==> src/rtl/pos_to_ascii_stream.sv <==
`default_nettype none
// +--------------------------------------------------------------------------+
// | Module   : pos_to_ascii_stream                                           |
// | Purpose  : Decodes 5-bit character positions to 7-bit ASCII and buffers  |
// |            them in a small FIFO behind valid/ready handshakes. Keeps     |
// |            debug counts of decoded characters and unassigned codes.      |
// | Revision : 1.0 - initial release                                         |
// +--------------------------------------------------------------------------+
module pos_to_ascii_stream #(
  parameter int DEPTH = 4,
  parameter int CNT_W = 8
) (
  input  logic             clk,
  input  logic             rst_n,
  input  logic [4:0]       in_pos,
  input  logic             in_valid,
  output logic             in_ready,
  output logic [6:0]       out_ascii,
  output logic             out_valid,
  input  logic             out_ready,
  output logic             bad_code,
  output logic [CNT_W-1:0] char_cnt,
  output logic [CNT_W-1:0] err_cnt
);

  localparam int c_aw    = $clog2(DEPTH);
  localparam int c_ptr_w = c_aw + 1;
  localparam logic [c_ptr_w-1:0] c_ptr_one = c_ptr_w'(1);
  localparam logic [CNT_W-1:0]   c_cnt_one = CNT_W'(1);

  // Storage and pointers (extra MSB is the wrap bit)
  logic [6:0]         mem_q [DEPTH];
  logic [6:0]         mem_d [DEPTH];
  logic [c_ptr_w-1:0] wr_ptr_q, wr_ptr_d;
  logic [c_ptr_w-1:0] rd_ptr_q, rd_ptr_d;
  logic [CNT_W-1:0]   char_cnt_q, char_cnt_d;
  logic [CNT_W-1:0]   err_cnt_q, err_cnt_d;
  logic               bad_code_q, bad_code_d;
  // Held low through reset so in_ready only rises on the first edge after release
  logic               rdy_en_q, rdy_en_d;

  logic [6:0]     w_code;
  logic           w_unassigned;
  logic           w_full;
  logic           w_empty;
  logic           w_push;
  logic           w_pop;
  logic [c_aw-1:0] w_wr_addr;
  logic [c_aw-1:0] w_rd_addr;

  assign w_wr_addr = wr_ptr_q[c_aw-1:0];
  assign w_rd_addr = rd_ptr_q[c_aw-1:0];
  assign w_empty   = (wr_ptr_q == rd_ptr_q);
  assign w_full    = (w_wr_addr == w_rd_addr) && (wr_ptr_q[c_aw] != rd_ptr_q[c_aw]);

  assign in_ready  = rdy_en_q & ~w_full;
  assign out_valid = ~w_empty;
  assign out_ascii = w_empty ? 7'h00 : mem_q[w_rd_addr];
  assign bad_code  = bad_code_q;
  assign char_cnt  = char_cnt_q;
  assign err_cnt   = err_cnt_q;

  assign w_push = in_valid & in_ready;
  assign w_pop  = out_valid & out_ready;

  // Position-to-ASCII decode; unassigned codes map to a space
  always_comb begin
    w_code       = 7'h20;
    w_unassigned = 1'b0;
    case (in_pos)
      5'd0:        w_code = 7'h20;
      5'd27, 5'd28: begin
        w_code       = 7'h20;
        w_unassigned = 1'b1;
      end
      5'd29:       w_code = 7'h2C;
      5'd30:       w_code = 7'h2E;
      5'd31:       w_code = 7'h3F;
      default:     w_code = 7'h60 + {2'b00, in_pos};
    endcase
  end

  // Next-state for FIFO, counters and the bad-code pulse
  always_comb begin
    mem_d      = mem_q;
    wr_ptr_d   = wr_ptr_q;
    rd_ptr_d   = rd_ptr_q;
    char_cnt_d = char_cnt_q;
    err_cnt_d  = err_cnt_q;
    bad_code_d = 1'b0;
    rdy_en_d   = 1'b1;
    if (w_push) begin
      mem_d[w_wr_addr] = w_code;
      wr_ptr_d         = wr_ptr_q + c_ptr_one;
      char_cnt_d       = char_cnt_q + c_cnt_one;
      bad_code_d       = w_unassigned;
      if (w_unassigned && !(&err_cnt_q)) begin
        err_cnt_d = err_cnt_q + c_cnt_one;
      end
    end
    if (w_pop) begin
      rd_ptr_d = rd_ptr_q + c_ptr_one;
    end
  end

  // State registers with asynchronous clear
  always_ff @(posedge clk or negedge rst_n) begin
    if (!rst_n) begin
      for (int i = 0; i < DEPTH; i++) begin
        mem_q[i] <= 7'h00;
      end
      wr_ptr_q   <= '0;
      rd_ptr_q   <= '0;
      char_cnt_q <= '0;
      err_cnt_q  <= '0;
      bad_code_q <= 1'b0;
      rdy_en_q   <= 1'b0;
    end else begin
      mem_q      <= mem_d;
      wr_ptr_q   <= wr_ptr_d;
      rd_ptr_q   <= rd_ptr_d;
      char_cnt_q <= char_cnt_d;
      err_cnt_q  <= err_cnt_d;
      bad_code_q <= bad_code_d;
      rdy_en_q   <= rdy_en_d;
    end
  end

endmodule
`default_nettype wire
==> config.mk <==
export PLATFORM = sky130hd
export DESIGN_NAME = pos_to_ascii_stream
export DESIGN_NICKNAME = d
export VERILOG_FILES = /design/src/rtl/pos_to_ascii_stream.sv
export SDC_FILE = /design/constraint.sdc
export NUM_CORES = 1
export LEC_CHECK = 0
export ABC_AREA = 1
export ABC_CLOCK_PERIOD_IN_PS = 1350
export CELL_PAD_IN_SITES_DETAIL_PLACEMENT = 0
export CELL_PAD_IN_SITES_GLOBAL_PLACEMENT = 2
export CORE_MARGIN = 8
export CORE_UTILIZATION = 29
export DETAILED_ROUTE_END_ITERATION = 8
export GPL_TIMING_DRIVEN = 0
export PLACE_DENSITY_LB_ADDON = 0.1
export SYNTH_ARGS = -nofsm -noshare
export SYNTH_HDL_FRONTEND = slang
export SYNTH_SLANG_ARGS = --single-unit
==> constraint.sdc <==
create_clock -name clk -period 1.35 [get_ports clk]
set_input_delay 0.135 -clock clk [delete_from_list [all_inputs] [get_ports clk]]
set_output_delay 0.135 -clock clk [all_outputs]
set_load 0.05 [all_outputs]
==> results.yml <==
synthesis:
  synth-simple-area-share_pct: 30.8
  synth_edf_count: 0
  syn_area_per_cell_sq_um: 7.59
  yosysSeqAreaShare_pct: 47.7
  synthesis.instances: 359
  synth_compound_area_share_pct: 6.84
  syn_nets: 375
  synth_top_family_by_area: "simple AND/OR/NAND/NOR gates"
  ys_types: 24
  synth_area_sq_mm: 0.00273
  async_reset_ff_share_pct: 100
  synthAdderAreaFrac_pct: 3.21
  synthMuxAreaShare_pct: 0
  synth-xor-area-share_pct: 4.82
  ys_dominant_reg_cell: "dfrtp_1"
  yosysWarnings: 0
  ys_ff_latch: 52
floorplan:
  die_h_um: 113
  io_pins: 35
  fp.dieW_um: 113
  rows: 35
  die-area_sq_mm: 0.0128
  start_util_pct: 29.6
  coreArea_sq_mm: 0.00920
setup_path:
  cp_data_arrival_time_ns: 1.56
  crit_start: "rd_ptr_q[1]"
  r2r_setup_slack_ns: -0.26
  crit_required_ns: 1.22
  start_kind: "flip-flop"
  worstSetupPathType: "flip-flop to output port"
  r2r-start: "wr_ptr_q[2]"
  end_kind: "output port"
  crit_end: "out_ascii[2]"
  crit-reg2reg-capture: "err_cnt[6]"
  reg2reg_depth: 9
  cp_max_fo: 5
layout:
  diodes: 0
  fin_util_pct: 42.7
  fillCellCount: 948
  nets: 447
  layout-drive-gt1-share_pct: 30.1
  syn_to_final_growth_pct: 44.1
clock_tree:
  cts_buffers: 5
  htree_num_levels: 2
  clockBufferDepth: 2
  clk_pin_slew_ns: 0.10
  root_buffer: "clkbuf_8"
  clk_latency_ns: 0.31
  cts.sinks: 52
  cts_tree: "built"
placement:
  numPortBuffers: 34
  gp_congestion: 0.686
  dpl_worst_slack_ns: -1.23
  dpl.hpwl_um: 5190
detailed_routing:
  via_count: 2468
  via_per_inst: 4.55
  drc: 0
  routedWlPerCell_um: 14.9
  wl_um: 8060
  drt_iter0_drc: 78
  drt_first_pass_iters: 4
  antenna_left: 0
global_route:
  grt_pass1_vias: 2530
  track_usage_pct: 13.0
  grt_pass1_wl_um: 12900
  grt-ovfl-total: 0
  antenna_found_initial: 0
  grt_max_degree: 36
sta:
  fin_crit_sh_pct: 126
  rsz0062_at_grt: "true"
  period_needed_ns: 1.70
  hold_viol_final: 0
  hold_ws_ns: 0.282
  finalSetupViolCount: 57
  max_freq_mhz: 589
  worst_slack_ns: -0.348
  fin_worst_skew_ns: 0.00570
  slew_viol_final: 0
status:
  violations: "setup timing"
  outcome: "complete, but fails checks"
power:
  ir_drop_uv: 1140
  swShare_pct: 47.2
  internal_power_w: 0.00501
  powerDensity_mw_per_mm2: 2410
  netSwitchingPower_w: 0.00447
  comb_power_share_pct: 61.3
  pwr-share-seq_pct: 27.0
  clock_power_share_pct: 11.6
  p_total_w: 0.00948
  p_leak_nw: 1.98
flow_run:
  maxCapViolCount: 0
hold_path:
  min_path_type: "input port to asynchronous set/reset pin"
[power by group through the flow]
stage / logic, W / clock network [W] / registers [W]
floorplan: 0.00274 / 0 / 0.00280
global placement: 0.00430 / 0 / 0.00259
detailed placement: 0.00432 / 0 / 0.00258
CTS: 0.00571 / 0.00113 / 0.00254
global route: 0.00624 / 0.00120 / 0.00265
finish: 0.00581 / 0.00110 / 0.00256
[area by class of cell]
cell class                      count  area, sq um  share of cell area (%)
Clock buffer                        6         72.6                    1.85
Sequential cell                    52         1320                    33.5
Buffer                              5         73.8                    1.88
Inverter                           38          163                    4.14
Timing Repair Buffer               64          653                    16.6
Multi-Input combinational cell    265         1480                    37.6
Tap cell                          111          139                    3.54
Clock inverter                      2         35.0                   0.892
[sequential cells by signal, summed over array words and instances, names as in the netlist]
signal and cells:
rdy_en_q 1, err_cnt 8, char_cnt 8, bad_code 1
wr_ptr_q 3, mem_q 28, rd_ptr_q 3
[worst max-delay path, cell delays in order, from the launching register on]
cell     delay, ns
dfrtp_1       0.40
buf_6         0.15
inv_8         0.06
nand2_4       0.06
nand2_8       0.10
nand4_4       0.17
nand2_2       0.14
inv_2         0.04
buf_8         0.14
[worst min-delay path by stage]
stage | depth (start not counted) | to
finish | 2 | mem_q[3]
global placement | 2 | mem_q[19]
global route | 2 | mem_q[3]
CTS | 2 | mem_q[3]
detailed placement | 1 | mem_q[3]
floorplan | 0 | bad_code
[routing by layer]
layer  vias to the layer above  share of wire [%]  track usage, %
met5                         -                  0               0
met4                         0               0.92            3.02
met3                         6                4.3            3.25
met2                        50                 49            22.5
met1                      1144                 46            15.8
li1                       1268                  -               -
[cell usage after synthesis, types with 2 or more instances]
master      n  share of area (%)
nand2_1   153                 21
dfrtp_1    52                 48
inv_1      35                4.8
nor2_1     28                3.9
o21ai_0    24                4.4
xor2_1     12                3.9
nand3_1     9                1.7
ha_1        7                3.2
nand4_1     7                1.6
o22ai_1     6                1.4
inv_2       3               0.41
nor3_1      3               0.55
xnor2_1     3               0.96
a21oi_1     2               0.37
buf_4       2               0.55
clkbuf_1    2               0.28
nand3_2     2               0.73
o21ai_1     2               0.37
or2_2       2               0.46
[logic make-up (layout without fill, tap and decap cells)]
group / Yosys count / count (layout)
adders and majority gates: 7 / 7
and+or+nand+nor: 206 / 207
other: 1 / 1
buffers and inverters: 43 / 115
DFF: 52 / 52
xor gates and xnor gates: 15 / 15
AOI/OAI and AO/OA: 35 / 35
[placed cells by master, fill, tap and decap left out, drive strengths merged, types with 6 or more instances in the layout]
cell type,n
clkbuf,8
nor2,29
inv,37
o21ai,26
o22ai,6
clkdlybuf4s15,15
buf,43
nand3,11
ha,7
nand4,9
dfrtp,52
clkdlybuf4s50,7
xor2,12
nand2,153
[through the flow]
step	instances	cell area, sq um	TNS, ns
after floorplan	359	2850	-2.30
after global placement	504	3320	-123.99
after detailed placement	505	3340	-31.70
after CTS	544	3890	-10.94
after global routing	543	3930	-15.31
final	543	3930	-10.89
[what timing repair did]
action                                  in CTS  in global routing
setup buffers                               29                  1
cloned                                       2                  0
endpoints found under the setup margin      77                 63
resized for setup                          162                 29
pin swaps                                   22                  8
endpoints found under the hold margin       17                  0
hold buffers                                 1                  0
Power figures use the tool's default switching activity.
